**config.mk**
```make
export PLATFORM = sky130hd
export DESIGN_NAME = entry_handler
export DESIGN_NICKNAME = d
export VERILOG_FILES = /design/src/rtl/entry_handler.sv
export SDC_FILE = /design/constraint.sdc
export NUM_CORES = 1
export LEC_CHECK = 0
export CORE_ASPECT_RATIO = 0.7
export CORE_MARGIN = 2
export CORE_UTILIZATION = 50
export DETAILED_ROUTE_END_ITERATION = 8
export DONT_BUFFER_PORTS = 1
export REMOVE_ABC_BUFFERS = 1
export SYNTH_ARGS = -nofsm -noshare
export SYNTH_HDL_FRONTEND = slang
export SYNTH_SLANG_ARGS = --single-unit
```
**constraint.sdc**
```tcl
create_clock -name clk -period 2.2 [get_ports clk]
set_input_delay 0.44 -clock clk [delete_from_list [all_inputs] [get_ports clk]]
set_output_delay 0.44 -clock clk [all_outputs]
set_load 0.03 [all_outputs]
```
**src/rtl/entry_handler.sv**
```systemverilog
// ---------------------------------------------------------------------------
// entry_handler -- producer side of the digit-entry interface.
//
// Conditions the raw active-low enter key (2-flop synchronizer + debounce),
// validates the BCD digit on the switches, writes accepted digits into a
// 4-slot code register and pulses the external digit counter once per digit.
// After the fourth digit it pulses code_ready and parks in DONE until a
// restart or reset.
//
// Ports:
//   clk                     system clock
//   sys_reset               synchronous active-high global reset
//   restart_pulse           one-cycle restart of the current attempt
//   enter_key_n             raw asynchronous enter key, 0 = pressed
//   digit_sw[3:0]           digit to enter
//   digit_count[2:0]        current count from the digit counter (0..4)
//   full4                   digit counter holds 4
//   increment_counter_pulse one-cycle request to the digit counter
//   entry_code[15:0]        entered digits, first digit in [15:12]
//   code_ready              one-cycle pulse, four digits captured
//   invalid_digit           one-cycle pulse, press with digit_sw > 9
//   busy                    high in INC, SETTLE and DONE
//   last_digit[3:0]         (LAST_DIGIT_EN only) echo of last accepted digit
//
// Optional feature macro: LAST_DIGIT_EN adds the last_digit output.
// ---------------------------------------------------------------------------
module entry_handler #(
  parameter int unsigned DEBOUNCE_CYCLES = 50000
) (
  input  logic        clk,
  input  logic        sys_reset,
  input  logic        restart_pulse,
  input  logic        enter_key_n,
  input  logic [3:0]  digit_sw,
  input  logic [2:0]  digit_count,
  input  logic        full4,
  output logic        increment_counter_pulse,
  output logic [15:0] entry_code,
  output logic        code_ready,
  output logic        invalid_digit,
  output logic        busy
`ifdef LAST_DIGIT_EN
  ,
  output logic [3:0]  last_digit
`endif
);

  localparam int unsigned      CNT_W   = $clog2(DEBOUNCE_CYCLES);
  localparam logic [CNT_W-1:0] CNT_MAX = CNT_W'(DEBOUNCE_CYCLES - 1);

  typedef enum logic [1:0] {IDLE, INC, SETTLE, DONE} state_e;

  // input conditioning
  logic             sync1_q, sync1_d;
  logic             key_sync_q, key_sync_d;
  logic [CNT_W-1:0] db_cnt_q, db_cnt_d;
  logic             key_stable_q, key_stable_d;
  logic             key_prev_q, key_prev_d;
  logic [1:0]       fill_q, fill_d;
  logic             armed_q, armed_d;
  logic             press_evt;

  // control
  state_e           state_q, state_d;
  logic [15:0]      entry_code_q, entry_code_d;
  logic             inc_q, inc_d;
  logic             ready_q, ready_d;
  logic             inv_q, inv_d;
  logic             busy_q, busy_d;
  logic             full_now;
  logic [3:0]       slot_msb;
`ifdef LAST_DIGIT_EN
  logic [3:0]       last_q, last_d;
`endif

  // -------------------------------------------------------------------------
  // Synchronizer, debounce and press detection
  // -------------------------------------------------------------------------
  always_comb begin
    sync1_d      = ~enter_key_n;
    key_sync_d   = sync1_q;
    key_prev_d   = key_stable_q;
    // fill_q[1] marks that key_sync_q holds a real sample, not the reset value
    fill_d       = {fill_q[0], 1'b1};
    // Arm only after the key has been seen released since reset, so a key
    // held through reset never yields a press.
    armed_d      = armed_q | (fill_q[1] & ~key_sync_q);
    key_stable_d = key_stable_q;
    db_cnt_d     = '0;
    if (key_sync_q != key_stable_q) begin
      if (db_cnt_q == CNT_MAX) key_stable_d = key_sync_q;
      else                     db_cnt_d     = db_cnt_q + CNT_W'(1);
    end
    press_evt = key_stable_q & ~key_prev_q & armed_q;
  end

  // -------------------------------------------------------------------------
  // Entry FSM and registered outputs
  // -------------------------------------------------------------------------
  always_comb begin
    // A count of 4 is treated as full even if full4 disagrees, so slot 4
    // can never be addressed.
    full_now     = full4 | digit_count[2];
    slot_msb     = 4'd15 - {digit_count[1:0], 2'b00};
    state_d      = state_q;
    entry_code_d = entry_code_q;
    inc_d        = 1'b0;
    ready_d      = 1'b0;
    inv_d        = 1'b0;
`ifdef LAST_DIGIT_EN
    last_d       = last_q;
`endif
    unique case (state_q)
      IDLE: begin
        if (press_evt && !full_now) begin
          if (digit_sw > 4'd9) begin
            inv_d = 1'b1;
          end else begin
            entry_code_d[slot_msb -: 4] = digit_sw;
`ifdef LAST_DIGIT_EN
            last_d = digit_sw;
`endif
            inc_d   = 1'b1;
            state_d = INC;
          end
        end
      end
      INC:    state_d = SETTLE;
      // counter has absorbed the pulse by now, so full4 is current
      SETTLE: begin
        if (full4) begin
          state_d = DONE;
          ready_d = 1'b1;
        end else begin
          state_d = IDLE;
        end
      end
      DONE:   state_d = DONE;
      default: state_d = IDLE;
    endcase

    // restart beats any same-cycle press; it leaves key conditioning alone
    if (restart_pulse) begin
      state_d      = IDLE;
      entry_code_d = '0;
      inc_d        = 1'b0;
      ready_d      = 1'b0;
      inv_d        = 1'b0;
`ifdef LAST_DIGIT_EN
      last_d       = '0;
`endif
    end
    busy_d = (state_d != IDLE);
  end

  always_ff @(posedge clk) begin
    if (sys_reset) begin
      sync1_q      <= 1'b0;
      key_sync_q   <= 1'b0;
      db_cnt_q     <= '0;
      key_stable_q <= 1'b0;
      key_prev_q   <= 1'b0;
      fill_q       <= '0;
      armed_q      <= 1'b0;
      state_q      <= IDLE;
      entry_code_q <= '0;
      inc_q        <= 1'b0;
      ready_q      <= 1'b0;
      inv_q        <= 1'b0;
      busy_q       <= 1'b0;
`ifdef LAST_DIGIT_EN
      last_q       <= '0;
`endif
    end else begin
      sync1_q      <= sync1_d;
      key_sync_q   <= key_sync_d;
      db_cnt_q     <= db_cnt_d;
      key_stable_q <= key_stable_d;
      key_prev_q   <= key_prev_d;
      fill_q       <= fill_d;
      armed_q      <= armed_d;
      state_q      <= state_d;
      entry_code_q <= entry_code_d;
      inc_q        <= inc_d;
      ready_q      <= ready_d;
      inv_q        <= inv_d;
      busy_q       <= busy_d;
`ifdef LAST_DIGIT_EN
      last_q       <= last_d;
`endif
    end
  end

  assign increment_counter_pulse = inc_q;
  assign entry_code              = entry_code_q;
  assign code_ready              = ready_q;
  assign invalid_digit           = inv_q;
  assign busy                    = busy_q;
`ifdef LAST_DIGIT_EN
  assign last_digit              = last_q;
`endif

endmodule

```
==> results of run 1 <==
-- cell families after synthesis --
logic type | share of synthesized area
compound gates | 0.0183
xor+xnor | 0.0741
fa+ha+maj | 0.00705
buf+inv | 0.0261
flops | 0.508
mux | 0.0959
simple gates | 0.271
-- worst register-to-register path, stage by stage (launching register included) --
cell and delay (ns):
dfxtp_1 0.40, or4b_4 0.57, nor4b_4 0.53, mux2i_1 0.25
nor2_1 0.05
-- state kept, by name, indices dropped and copies added (netlist names) --
name and flops:
db_cnt_q 16, busy 1, state_q 2, invalid_digit 1, fill_q 2, key_prev_q 1
entry_code 16, code_ready 1, key_prev_d 1, key_sync_d 1, increment_counter_pulse 1, key_sync_q 1
armed_q 1
-- through the flow --
| step | total power, mW | area (um2) | std cells | setup slack (ns) |
|---|---|---|---|---|
| 2_1_floorplan | 0.864 | 1740 | 171 | 0.335 |
| 3_3_place_gp | 0.870 | 1810 | 222 | 0.222 |
| 3_5_place_dp | 0.871 | 1810 | 222 | 0.196 |
| 4_1_cts | 1.41 | 1910 | 230 | 0.279 |
| 5_1_grt | 1.45 | 1910 | 230 | 0.190 |
| 6_report | 1.39 | 1910 | 230 | 0.288 |
-- path summary, 6_finish.rpt --
check,start,to
min reg2reg,key_sync_d,key_sync_q
max reg2reg,key_prev_d,entry_code[13]
max,key_prev_d,entry_code[13]
min,sys_reset,fill_q[0]
-- synthesized netlist by cell type, drive strengths merged --
library cell	count	area, um2
a21oi	4	20.0
and3	4	25.0
and4b	1	10.0
buf	2	16.3
clkbuf	4	15.0
dfxtp	45	901
ha	1	12.5
inv	4	15.0
mux2i	17	170
nand2	5	18.8
nand2b	2	12.5
nand3	5	25.0
nand4	4	25.0
nor2	38	143
nor2b	4	25.0
nor3	6	30.0
nor4	7	88.8
nor4b	2	32.5
nor4bb	1	10.0
o21a	1	7.51
o21ai	1	5.00
or2	1	6.26
or3	1	6.26
or3b	1	8.76
or4b	1	13.8
xnor2	13	114
xor2	2	17.5
-- where the power goes --
group	total, mW	internal [mW]	switching, mW
clock	0.544	0.284	0.260
combinational	0.0293	0.00967	0.0196
sequential	0.822	0.819	0.00260
total	1.39	1.11	0.282
-- area by class of cell --
type                            instances  area (um2)
Clock buffer                            7        96.3
Clock inverter                          1        5.00
Fill cell                             342        1550
Inverter                                4        15.0
Multi-Input combinational cell        122         827
Sequential cell                        45         901
Tap cell                               50        62.6
Timing Repair Buffer                    1        7.51
-- layer usage --
layer / vias to the layer above / share of wire / track usage
met3: 2 / 0.069 / 0.0655
met2: 33 / 0.39 / 0.196
li1: 603 / - / -
met1: 538 / 0.54 / 0.273
met4: 0 / 0.0038 / 0.0526
met5: - / 0 / 0
==> results.md, run 1 <==
- Status: completed
- GPL Wtd Cong: roughly 0.76
- Global-route wire length before repair: ~5 mm
- WP depth: 4
- Post-route minimum period: 1.91 ns
- Worst path buffer plus inverter count: 0
- Die ar.: 4050 um2
- Worst hold stages: 1
- Final setup vio count: 0
- CTS sink count: 45
- Reg clk slew, reported paths: 0.08 ns
- Worst reg2reg setup slack: ~0.29 ns
- Vias post-DR: 1,176
- Largest net degree at the start of global routing: 23
- Setup Skew: 0.00754 ns
- RSZ-0062 raised after global routing: no
- Crit start category: flop
- Max VDD drop: around 0.00047 V
- Max Slew Vio Count: 0
- Critical path endpoint category: flop
- Most frequent cells in the layout: dfxtp_1, nor2_1, mux2i_1, xnor2_1, clkbuf_8
- Detailed Place HPWL: about 2.3 mm
- Core area: around 3500 um2
- Antenna violations before repair: 0
- Drt first pass iters: 4
- H-tree depth: 2
- Avg Cell Area, Syn: ~10 um2
- Finished Core Util: 0.552
- Slew margin rel.: 0.662
- Final TNS setup: 0 ns
- Total Wirelength: 3.16 mm
- Delay-heaviest family, CP: simple AND/OR/NAND/NOR gates
- Routed WL per cell: 13.7 um
- Global route overflow: 0
- Crit Path Max Fanout: 6
- CTS tree: done
- DRT antenna net count: 0
- CTS Buf Count: 5
- Worst slew pin tran: approximately 0.5 ns
- Die Y: 53.8 um
- YS warnings: 0
- Initial Utilization: 0.512
- Final hold viol count: 0
- Buffers on Ports: 0
- Mapped Area: 1770 um2
- Final period util: 0.869
- First DRT Iteration DRCs: 63
- Cell variety after synth: 30
- Latest clock arrival within the worst-skew pair: between 0.2 and 0.3 ns
- Worst r2r path cells: 4
- Slowest stage cell on the critical path: or4b_4
- CP Class: reg2reg
- Hold_ws: 0.204 ns
- Cells after Synth: about 180
- Max Cap Violations: 0
- Total GRT Usage: 0.169
- Post-layout net count: roughly 190
- CTS Root Cell: clkbuf_8
- PwrDens: around 730 nW/um2
- Largest stage delay on the critical path: 0.57 ns
- # DRC: 0
- Vias/cell: roughly 5.1
- Worst hold path type: in2reg
- Die width: 75.2 um
- # IOs: 32
- Syn-to-layout area delta: 7.90%
- CP Data Arrival Time: ~2.1 ns
- Hold_buf cts: 0
- Seq/Total Area, Yosys: 0.508
- Required time worst endpoint: approximately 2.4 ns
- Antenna diodes: 0
- Leakage: 0.602 nW
- Number of global-route vias before repair: 1,015
- Share of post-route cells with drive strength above 1: 0.0833
- Post-CTS Setup Inserts: 0
- Commonest non-fill, non-tap cell in the layout: dfxtp_1
- Clk buf depth: 2
- CP Cell Sequence: or4b_4, nor4b_4, mux2i_1, nor2_1
- Cts repair resizes: 0
- #FFs+latches synth: 45
- # rows: 18
- Fmax: roughly 520 MHz
Note: power is estimated with default switching activity, not from simulation.
==> run 2, diff against run 1 <==
--- a/config.mk
+++ b/config.mk
@@ -11,6 +11,8 @@
 export DETAILED_ROUTE_END_ITERATION = 8
 export DONT_BUFFER_PORTS = 1
 export REMOVE_ABC_BUFFERS = 1
+export SKIP_LAST_GASP = 1
+export SLEW_MARGIN = 15
 export SYNTH_ARGS = -nofsm -noshare
 export SYNTH_HDL_FRONTEND = slang
 export SYNTH_SLANG_ARGS = --single-unit
==> constraint.sdc (replaced) <==
create_clock -name clk -period 1.8 [get_ports clk]
set_input_delay 0.36 -clock clk [delete_from_list [all_inputs] [get_ports clk]]
set_output_delay 0.36 -clock clk [all_outputs]
set_load 0.03 [all_outputs]
==> results.md, run 2 (synthesis results as in run 1) <==
- Status: completed
- First DRT Iteration DRCs: 69
- Die ar.: 4050 um2
- Buffers on Ports: 0
- Leakage: 0.660 nW
- DRT antenna net count: 0
- Slowest stage cell on the critical path: or4b_4
- Max Cap Violations: 0
- Share of post-route cells with drive strength above 1: 0.128
- CP Data Arrival Time: 1.95 ns
- Largest net degree at the start of global routing: 15
- Final worst slack: 0.0365 ns
- Storage cell area: 902 um2
- Final setup vio count: 0
- Placed Instances: 229
- GRT busiest layer: met1
- Total Wirelength: 3.35 mm
- # DRC: 0
- CP Class: reg2reg
- Hold_ws: 0.112 ns
- Die width: 75.2 um
- CTS Root Cell: clkbuf_8
- Syn-to-layout area delta: 13.5%
- CP Cell Sequence: or4b_4, nor4b_4, buf_6, mux2i_1, nor2_1
- CTS Buf Count: 5
- Latest clock arrival within the worst-skew pair: around 0.3 ns
- Required time worst endpoint: just under 2 ns
- Total power: a little under 2 mW
- # rows: 18
- Worst reg2reg setup slack: 0.04 ns
- # IOs: 32
- Worst path buffer plus inverter count: 1
- Clk buf depth: 2
- Placed cell area: roughly 1900 um2
- Post-layout net count: 200
- Post-Place Setup Slack: -0.0530 ns
- Reg clk slew, reported paths: approximately 0.090 ns
- Final period util: 0.980
- Vias/cell: 5.21
- Core area: 3470 um2
- CTS tree: done
- Slew margin rel.: 0.560
- Vias post-DR: 1,240
- Max Slew Vio Count: 0
- Final cell count without fillers: between 200 and 250
- Post-route minimum period: 1.76 ns
- Global-route wire length before repair: 5.14 mm
- Hold_buf cts: 0
- Met2 usage: 0.237
- Number of global-route vias before repair: 1,136
- Antenna violations before repair: 0
- Delay-heaviest family, CP: simple AND/OR/NAND/NOR gates
- Most frequent cells in the layout: dfxtp_1, nor2_1, mux2i_1, xnor2_1, buf_4
- H-tree depth: 2
- RSZ-0062 raised after global routing: yes
- Initial Utilization: 0.512
- Worst hold path type: in2reg
- Final instance area: 2010 um2
- Commonest non-fill, non-tap cell in the layout: dfxtp_1
- Crit start category: flop
- Finished Core Util: 0.581
- Largest stage delay on the critical path: approximately 0.62 ns
- Detailed Place HPWL: 2.42 mm
- Worst slew pin tran: 0.660 ns
- GPL Wtd Cong: between 0.7 and 0.8
- Die Y: 53.8 um
- Fmax: 567 MHz
- Setup Skew: 0.0108 ns
- Routed WL per cell: between 10 and 15 um
- Global route overflow: 0
- CTS sink count: 45
- PwrDens: 960 nW/um2
- GR Util met1: 0.256
- Total GRT Usage: 0.178
- Met3 Resource Use GR: 0.0618
- Crit Path Max Fanout: 6
- Final TNS setup: 0 ns
- Filler cells: approximately 330
- Critical path endpoint category: flop
- Area occupied by multi-input gates: 830 um2
- Drt first pass iters: 4
- Final hold viol count: 0
- Antenna diodes: 0
- Max VDD drop: 0.000608 V
run 2: power by group:
part	switching (mW)	internal, mW	leakage [nW]	total (mW)
sequential	0.00328	1.00	0.364	1.00
combinational	0.0253	0.0145	0.227	0.0398
clock	0.339	0.551	0.0681	0.890
run 2: cell type report:
cell class                      instances  share of cell area
Clock buffer                            5              0.0342
Clock inverter                          3              0.0323
Inverter                                4             0.00745
Multi-Input combinational cell        122               0.412
Sequential cell                        45               0.448
Tap cell                               50              0.0311
Timing Repair Buffer                    9              0.0354
run 2: routing by layer:
metal	vias to the layer above	wire [um]
li1	619	-
met1	583	1820
met2	33	1310
met3	5	186
met4	0	27
met5	-	0
run 2: path summary, 6_finish.rpt:
kind	from	cells after the start	endpoint
worst max register to register	state_q[1]	5	entry_code[14]
worst max-delay path	state_q[1]	5	entry_code[14]
worst min-delay path	sys_reset	1	fill_q[0]
worst min register to register	key_sync_d	1	key_sync_q
run 2: repair_timing:
item                                    in CTS  in global routing
buffers inserted                             0                  1
endpoints found under the setup margin      10                 11
resized for setup                            1                  2
pin swaps                                    1                  3
run 2: worst register-to-register path, stage by stage (launching register included):
cell	delay [ns]
dfxtp_2	0.33
or4b_4	0.62
nor4b_4	0.31
buf_6	0.17
mux2i_1	0.18
nor2_1	0.05
==> run 3, diff against run 2 <==
--- a/config.mk
+++ b/config.mk
@@ -5,13 +5,13 @@
 export SDC_FILE = /design/constraint.sdc
 export NUM_CORES = 1
 export LEC_CHECK = 0
+export ABC_CLOCK_PERIOD_IN_PS = 1720
 export CORE_ASPECT_RATIO = 0.7
 export CORE_MARGIN = 2
 export CORE_UTILIZATION = 50
 export DETAILED_ROUTE_END_ITERATION = 8
 export DONT_BUFFER_PORTS = 1
 export REMOVE_ABC_BUFFERS = 1
-export SKIP_LAST_GASP = 1
 export SLEW_MARGIN = 15
 export SYNTH_ARGS = -nofsm -noshare
 export SYNTH_HDL_FRONTEND = slang
==> constraint.sdc (replaced) <==
create_clock -name clk -period 1.72 [get_ports clk]
set_input_delay 0.344 -clock clk [delete_from_list [all_inputs] [get_ports clk]]
set_output_delay 0.344 -clock clk [all_outputs]
set_load 0.03 [all_outputs]
==> results.md, run 3 (synthesis results as in run 1) <==
- CP Class: reg2reg
- Critical path endpoint category: flop
- Slowest stage cell on the critical path: or4b_4
- Share of post-route cells with drive strength above 1: 0.159
- First DRT Iteration DRCs: 70
- Required time worst endpoint: ~1.9 ns
- Commonest non-fill, non-tap cell in the layout: dfxtp_1
- GPL Wtd Cong: around 0.74
- Final cell count without fillers: 245
- Worst hold path type: in2reg
- PwrDens: between 900 and 1000 nW/um2
- Placed Instances: 235
- Syn-to-layout area delta: 15.9%
- Reg clk slew, reported paths: around 0.08 ns
- CTS tree: done
- Global route overflow: 0
- Fmax: 560 MHz
- Slew margin rel.: 0.539
- Clk buf depth: 2
- Buffers on Ports: 0
- Total Wirelength: approximately 3.4 mm
- Final worst slack: -0.0667 ns
- Crit start category: flop
- Hold_ws: 0.101 ns
- Die Y: 53.8 um
- CP Cell Sequence: or4b_4, buf_12, nor4_4, buf_4, mux2i_1, nor2_1
- Antenna violations before repair: 0
- RSZ-0062 raised after global routing: yes
- Most frequent cells in the layout: dfxtp_1, nor2_1, mux2i_1, buf_4, xnor2_1
- Crit Path Max Fanout: 4
- H-tree depth: 2
- Worst path buffer plus inverter count: 2
- Detailed Place HPWL: between 2 and 2.5 mm
- CTS Root Cell: clkbuf_8
- CP Data Arrival Time: 1.98 ns
- Total power: 1.86 mW
- Post-layout net count: 208
- # DRC: 0
- Status: finished, violations left
- Initial Utilization: 0.512
- Final hold viol count: 0
- Vias post-DR: 1,269
- Routed WL per cell: 14.0 um
- Placed cell area: ~1900 um2
- Core area: 3470 um2
- Post-Place Setup Slack: -0.0855 ns
- # IOs: 32
- Number of global-route vias before repair: 1,143
- # rows: 18
- Final setup vio count: 16
- CTS Buf Count: 5
- DRT antenna net count: 0
- Max Cap Violations: 0
- Post-route minimum period: about 1.8 ns
- Delay-heaviest family, CP: simple AND/OR/NAND/NOR gates
- Leakage: 0.691 nW
- Die ar.: 4050 um2
- Final instance area: between 2000 and 2500 um2
- Hold_buf cts: 0
- Global-route wire length before repair: 5.45 mm
- Max Slew Vio Count: 0
- Total GRT Usage: 0.187
- Largest stage delay on the critical path: 0.60 ns
- Largest net degree at the start of global routing: 14
- Failing checks: setup timing
- Final period util: 1.04
- Worst slew pin tran: 0.691 ns
- Latest clock arrival within the worst-skew pair: 0.30 ns
- Max VDD drop: between 0.0005 and 0.0006 V
- Setup Skew: 0.00678 ns
- CTS sink count: between 40 and 50
- Die width: 75.2 um
- Drt first pass iters: 4
- Vias/cell: ~5.2
- Antenna diodes: 0
-- run 3: changes by cell type in the layout (fill, tap and decap cells not counted), sizes merged --
cell,delta
buf,+8
bufinv,-1
-- run 3: what timing repair did --
item / in CTS / in global routing
pin swaps: 1 / 6
resized for setup: 2 / 1
buffers inserted: 1 / 2
endpoints found under the setup margin: 18 / 14
-- run 3: per-stage QoR --
stage               setup TNS (ns)   util
detailed placement           -1.01  0.551
finish                      -0.448  0.593
global route                 -1.40  0.593
global placement            -0.772  0.551
CTS                         -0.185  0.584
floorplan                   -0.784      -
-- run 3: final timing paths --
kind	cells past startpoint	slack (ns)	from	to
worst max-delay path	6	-0.07	state_q[1]	entry_code[9]
worst min-delay path	1	0.10	sys_reset	fill_q[0]
worst max register to register	6	-0.07	state_q[1]	entry_code[9]
worst min register to register	1	0.45	key_sync_d	key_sync_q
-- run 3: final cells by class --
type                    count  area [um2]
clock inverters             2        35.0
multi-input cells         122         830
clock buffers               5        68.8
fillers                   311        1410
flip-flops and latches     45         902
well taps                  50        62.6
inverters                   4        15.0
repair buffers             17         144
-- run 3: routing by layer --
layer / global-route usage / vias to the layer above / part of all wire
met5: 0 / - / 0
met4: 0.0439 / 0 / 0.0079
met3: 0.0880 / 4 / 0.064
met2: 0.238 / 39 / 0.40
met1: 0.280 / 589 / 0.53
li1: - / 637 / -
-- run 3: report_power, final --
group          leakage [nW]  internal [mW]  switching, mW
combinational         0.272         0.0183         0.0278
clock                0.0540          0.422          0.340
sequential            0.364           1.05        0.00328
total                 0.691           1.49          0.371
